<file path="src/rtl/step_sequencer_core.sv">
`default_nettype none
// +----------------------------------------------------------------------------+
// | Module   : step_sequencer_core                                             |
// | Purpose  : Multi-track drum step sequencer with live pattern editing,      |
// |            tempo-divided playback and a RAW pad pass-through mode.         |
// | Revision : 1.0 - initial release                                           |
// +----------------------------------------------------------------------------+
module step_sequencer_core #(
    parameter int NSTEPS  = 8,
    parameter int NTRACKS = 4,
    parameter int TEMPO_W = 8,
    parameter int IDX_W   = $clog2(NSTEPS)
) (
    input  logic               clk,
    input  logic               rst,
    input  logic [1:0]         mode,
    input  logic [TEMPO_W-1:0] tempo_lim,
    input  logic [IDX_W-1:0]   edit_idx,
    input  logic [NTRACKS-1:0] tgl,
    input  logic               tgl_strobe,
    input  logic               clear_strobe,
    input  logic [NTRACKS-1:0] raw_hits,
    output logic [IDX_W-1:0]   step_idx,
    output logic [NSTEPS-1:0]  step_onehot,
    output logic [NTRACKS-1:0] edit_row,
    output logic               tick,
    output logic [NTRACKS-1:0] trig
);

    localparam logic [1:0] c_MODE_EDIT = 2'd0;
    localparam logic [1:0] c_MODE_PLAY = 2'd1;
    localparam logic [1:0] c_MODE_RAW  = 2'd2;

    logic [NTRACKS-1:0] r_pattern [NSTEPS];
    logic [IDX_W-1:0]   r_step_idx;
    logic [NSTEPS-1:0]  r_onehot;
    logic [TEMPO_W-1:0] r_cnt;
    logic               r_tick;
    logic [NTRACKS-1:0] r_trig;
    logic [1:0]         r_prev_mode;
    logic [NTRACKS-1:0] r_raw_prev;

    logic               w_play;
    logic               w_raw;
    logic               w_entry;
    logic               w_adv;
    logic [IDX_W-1:0]   w_next_idx;

    assign w_play     = (mode == c_MODE_PLAY);
    assign w_raw      = (mode == c_MODE_RAW);
    assign w_entry    = w_play && (r_prev_mode != c_MODE_PLAY);
    // >= rather than == so a limit lowered below the running count ticks at once
    assign w_adv      = w_play && !w_entry && (r_cnt >= tempo_lim);
    assign w_next_idx = r_step_idx + IDX_W'(1);

    // Pattern storage: one row per step; clear beats toggle, RAW locks edits.
    generate
        for (genvar s = 0; s < NSTEPS; s++) begin : g_row
            always_ff @(posedge clk or posedge rst) begin
                if (rst) begin
                    r_pattern[s] <= '0;
                end else if (!w_raw) begin
                    if (clear_strobe) begin
                        r_pattern[s] <= '0;
                    end else if (tgl_strobe && (edit_idx == IDX_W'(s))) begin
                        r_pattern[s] <= r_pattern[s] ^ tgl;
                    end
                end
            end
        end
    endgenerate

    assign edit_row = r_pattern[edit_idx];

    always_ff @(posedge clk or posedge rst) begin
        if (rst) begin
            r_step_idx  <= '0;
            r_onehot    <= NSTEPS'(1);
            r_cnt       <= '0;
            r_tick      <= 1'b0;
            r_trig      <= '0;
            r_prev_mode <= c_MODE_EDIT;
            r_raw_prev  <= '0;
        end else begin
            r_prev_mode <= mode;
            r_raw_prev  <= raw_hits;
            r_tick      <= 1'b0;
            r_trig      <= '0;
            if (w_entry) begin
                r_step_idx <= '0;
                r_onehot   <= NSTEPS'(1);
                r_cnt      <= '0;
                r_tick     <= 1'b1;
                r_trig     <= r_pattern[0];
            end else if (w_adv) begin
                r_step_idx <= w_next_idx;
                r_onehot   <= {r_onehot[NSTEPS-2:0], r_onehot[NSTEPS-1]};
                r_cnt      <= '0;
                r_tick     <= 1'b1;
                r_trig     <= r_pattern[w_next_idx];
            end else if (w_play) begin
                r_cnt <= r_cnt + TEMPO_W'(1);
            end else begin
                r_cnt <= '0;
                // Pads held before entering RAW stay silent since r_raw_prev always tracks
                if (w_raw) begin
                    r_trig <= raw_hits & ~r_raw_prev;
                end
            end
        end
    end

    assign step_idx    = r_step_idx;
    assign step_onehot = r_onehot;
    assign tick        = r_tick;
    assign trig        = r_trig;

endmodule
`default_nettype wire

</file>
<file path="config.mk">
export PLATFORM = sky130hd
export DESIGN_NAME = step_sequencer_core
export DESIGN_NICKNAME = d
export VERILOG_FILES = /design/src/rtl/step_sequencer_core.sv
export SDC_FILE = /design/constraint.sdc
export NUM_CORES = 1
export LEC_CHECK = 0
export ABC_AREA = 1
export CORE_ASPECT_RATIO = 0.9
export CORE_MARGIN = 5
export CORE_UTILIZATION = 28
export DETAILED_ROUTE_END_ITERATION = 16
export GPL_ROUTABILITY_DRIVEN = 0
export PLACE_DENSITY = 0.59
export SLEW_MARGIN = 25
export SYNTH_ARGS = -nofsm -noshare
export SYNTH_HDL_FRONTEND = slang
export SYNTH_SLANG_ARGS = --single-unit
</file>
<file path="constraint.sdc">
create_clock -name clk -period 2.15 [get_ports clk]
set_clock_uncertainty 0.15 [all_clocks]
set_input_delay 0.43 -clock clk [delete_from_list [all_inputs] [get_ports clk]]
set_output_delay 0.43 -clock clk [all_outputs]
set_load 0.1 [all_outputs]
</file>
==> metrics.cfg <==
[pwr]
p_leak_uw=0.00236
max-vdd-ir-drop_v=0.000377
portion_of_total_power_attributed_to_sequential_cells=0.418
power.internal_uw=2140
swShare=0.263
clock_power_share=0.451
comb_power_share=0.131
p_sw_uw=765
cell_pwr_density_mw_per_mm2=602

[hold_path]
timing.hold.worst.start=r_cnt[0]$_DFF_PP0_
min_path_cells=1
min_path_type=reg2reg
worst_hold_path.endpoint=r_cnt[0]$_DFF_PP0_

[critical_path]
critical_path_arrival_ps=1500
worst-endpoint-required_ps=1570
ff2ff_path_depth=12
worst_reg2reg_startpoint=r_cnt[2]$_DFF_PP0_
startpoint_type=input pin
worstSetupEndpointType=primary output
timing.critical_path.fanout_max=4
r2r_end=step_onehot[1]$_DFFE_PP0P_
r2r_slack_ps=350
critical_path_class=in2out

[clock_tree]
cts-htree-levels=3
tritoncts.num_buffers=9
cts_hold_buf=0
ctsLongestPathBuffers=2
tritoncts=done
path_clk_slew_ps=50
worst_skew_pair.late_latency_ps=330
cts_num_sinks=62
clockRootBuffer=sky130_fd_sc_hd__clkbuf_16

[floorplan]
boundaryPins=45
floorplan_core_area_mm2=0.0128
start_util=0.287
rows=39
dieArea_mm2=0.0155
die_width_um=131
dieHeight_um=119

[synthesis]
synthCells=485
yosysWarnings=0
mappedNetlistArea_mm2=0.00367
ys_seq_area_frac=0.423
post_synth_top_area_cell=sky130_fd_sc_hd__dfrtp_1
synth.lib_cells_used.distinct=33
synth_top_area_frac=0.416
count_of_state_elements_after_synthesis=62
main_area_contributors_after_synthesis=sky130_fd_sc_hd__dfrtp_1 (42%), sky130_fd_sc_hd__nand2_1 (14%), sky130_fd_sc_hd__inv_1 (6.7%)
synthesis.area_per_instance_um2=7.57
postSynthNetCount=520

[finish]
layout.nets=588
post_route_cells_drive_above_1_share=0.176
antennaDiodeCount=0
final_design_area_no_fill_mm2=0.00483
final_cells=722
area_delta_synth_final_pct=31.6

[routing]
routed_wirelength_um=10300
postRouteAntennaNets=0
vias=3468
drt_iter0_drc=243
detail_route.first_pass.iterations=5
drc=0
detail_route.wl_per_cell_um=14.2
viasPerCell=4.80

[global_route]
grt_first_pass_wirelength_um=16900
grt_start_max_net_pins=63
globalRoute.totalOverflow=0
global_route.usage.total=0.138
grt_pass1_vias=3429
initial_antenna_violation_count=0

[timing]
finalWorstPathRequiredPeriod_ps=2080
worst_slew_pin_slew_ps=542
slew_headroom=0.638
timing.final.crit_share=0.966
final.hold.worst_slack_ps=339
setup_violations=0
timing.final.max_slew_violations=0
worst_slack_ps=72.3
timing.final.hold_violations=0
rsz_0062_raised_after_global_routing=false
maximum_frequency_from_static_timing_analysis_mhz=481

[job]
cap_violations=0

[status]
status=completed

[place]
dp_hpwl_um=7660
placed_cell_area_mm2=0.00457
cells_after_dpl=706
place_ws_ps=-276
io_buffer_count=44

-- stage by stage --
stage | power [uW] | util | TNS (ps)
after floorplan | 1440 | - | -169
after global placement | 1610 | 0.357 | -3960
after detailed placement | 1620 | 0.357 | -5070
after CTS | 2950 | 0.379 | 0
after global routing | 3040 | 0.378 | 0
final | 2910 | 0.378 | 0
-- power groups by stage --
stage               combinational, uW  sequential, uW  clock (uW)
floorplan                         187            1260           0
global placement                  377            1230           0
detailed placement                382            1230           0
CTS                               383            1210        1360
global route                      416            1220        1410
finish                            380            1210        1310
-- synthesized netlist by cell type, drive strengths merged --
master / count
xor2: 4
dfrtp: 61
ha: 10
nor2: 19
o21ai: 21
nor3: 41
nand2: 144
nand3: 44
a22oi: 1
nor3b: 16
nand4: 2
nand3b: 5
clkbuf: 4
dfstp: 1
o2111ai: 7
a31oi: 12
inv: 69
o21a: 1
xnor2: 2
o211ai: 1
a21oi: 6
buf: 14
-- cell families (layout without fill, tap and decap cells) --
group                    after synthesis  count (layout)  synth area share
flip-flops                            62              62             0.423
AND/OR/NAND/NOR                      271             271             0.352
XOR/XNOR                               6               6            0.0143
adder cells (fa/ha/maj)               10              10            0.0341
AO/OA/AOI/OAI                         49              49            0.0811
buffers and inverters                 87             160            0.0954
-- worst max-delay path: stages --
cell                              delay (ps)
sky130_fd_sc_hd__clkdlybuf4s50_1         560
sky130_fd_sc_hd__buf_4                   160
sky130_fd_sc_hd__nand2_1                  60
sky130_fd_sc_hd__nand2_2                 110
sky130_fd_sc_hd__buf_12                  180
-- sequential cells by signal (all words and copies together) (netlist names) --
| name | count |
|---|---|
| step_idx | 3 |
| step_onehot | 8 |
| tick | 1 |
| r_pattern | 32 |
| r_prev_mode | 2 |
| r_raw_prev | 4 |
| r_cnt | 8 |
| trig | 4 |
-- area by class of cell --
cell class / instances / area, um2
Sequential cell: 62 / 1550
Timing Repair Buffer: 75 / 763
Inverter: 69 / 259
Fill cell: 1343 / 7950
Multi-Input combinational cell: 336 / 1780
Tap cell: 164 / 205
Clock inverter: 4 / 22.5
Clock buffer: 12 / 246
-- worst max path at each step --
stage / from / to / cells past startpoint
after global placement: edit_idx[1] / edit_row[3] / 9
after floorplan: step_idx[1]$_DFFE_PP0P_ / trig[0]$_DFF_PP0_ / 9
after global routing: tempo_lim[3] / step_onehot[1]$_DFFE_PP0P_ / 14
final: edit_idx[2] / edit_row[2] / 5
after CTS: edit_idx[1] / edit_row[2] / 9
after detailed placement: edit_idx[1] / edit_row[2] / 9
-- cells in the final DEF (no fill, tap or decap), drive strengths merged, types with 6 or more instances in the layout --
master	count
o21ai	21
buf	51
nand2	144
nand3	44
clkdlybuf4s50	22
clkbuf	14
a21oi	6
nor3	41
dfrtp	61
nor3b	16
nor2	19
inv	69
a31oi	12
ha	10
o2111ai	7
-- timing repair --
item,in CTS,in global routing
endpoints found under the setup margin,4,6
buffers inserted,0,0
endpoints found under the hold margin,0,0
pin swaps,1,0
gates resized for setup,5,3
-- routing by layer --
metal	wire length, um	track usage
met3	622	0.0410
met5	0	0
met2	4530	0.206
met4	238	0.0424
met1	4880	0.194
Power figures use the tool's default switching activity.
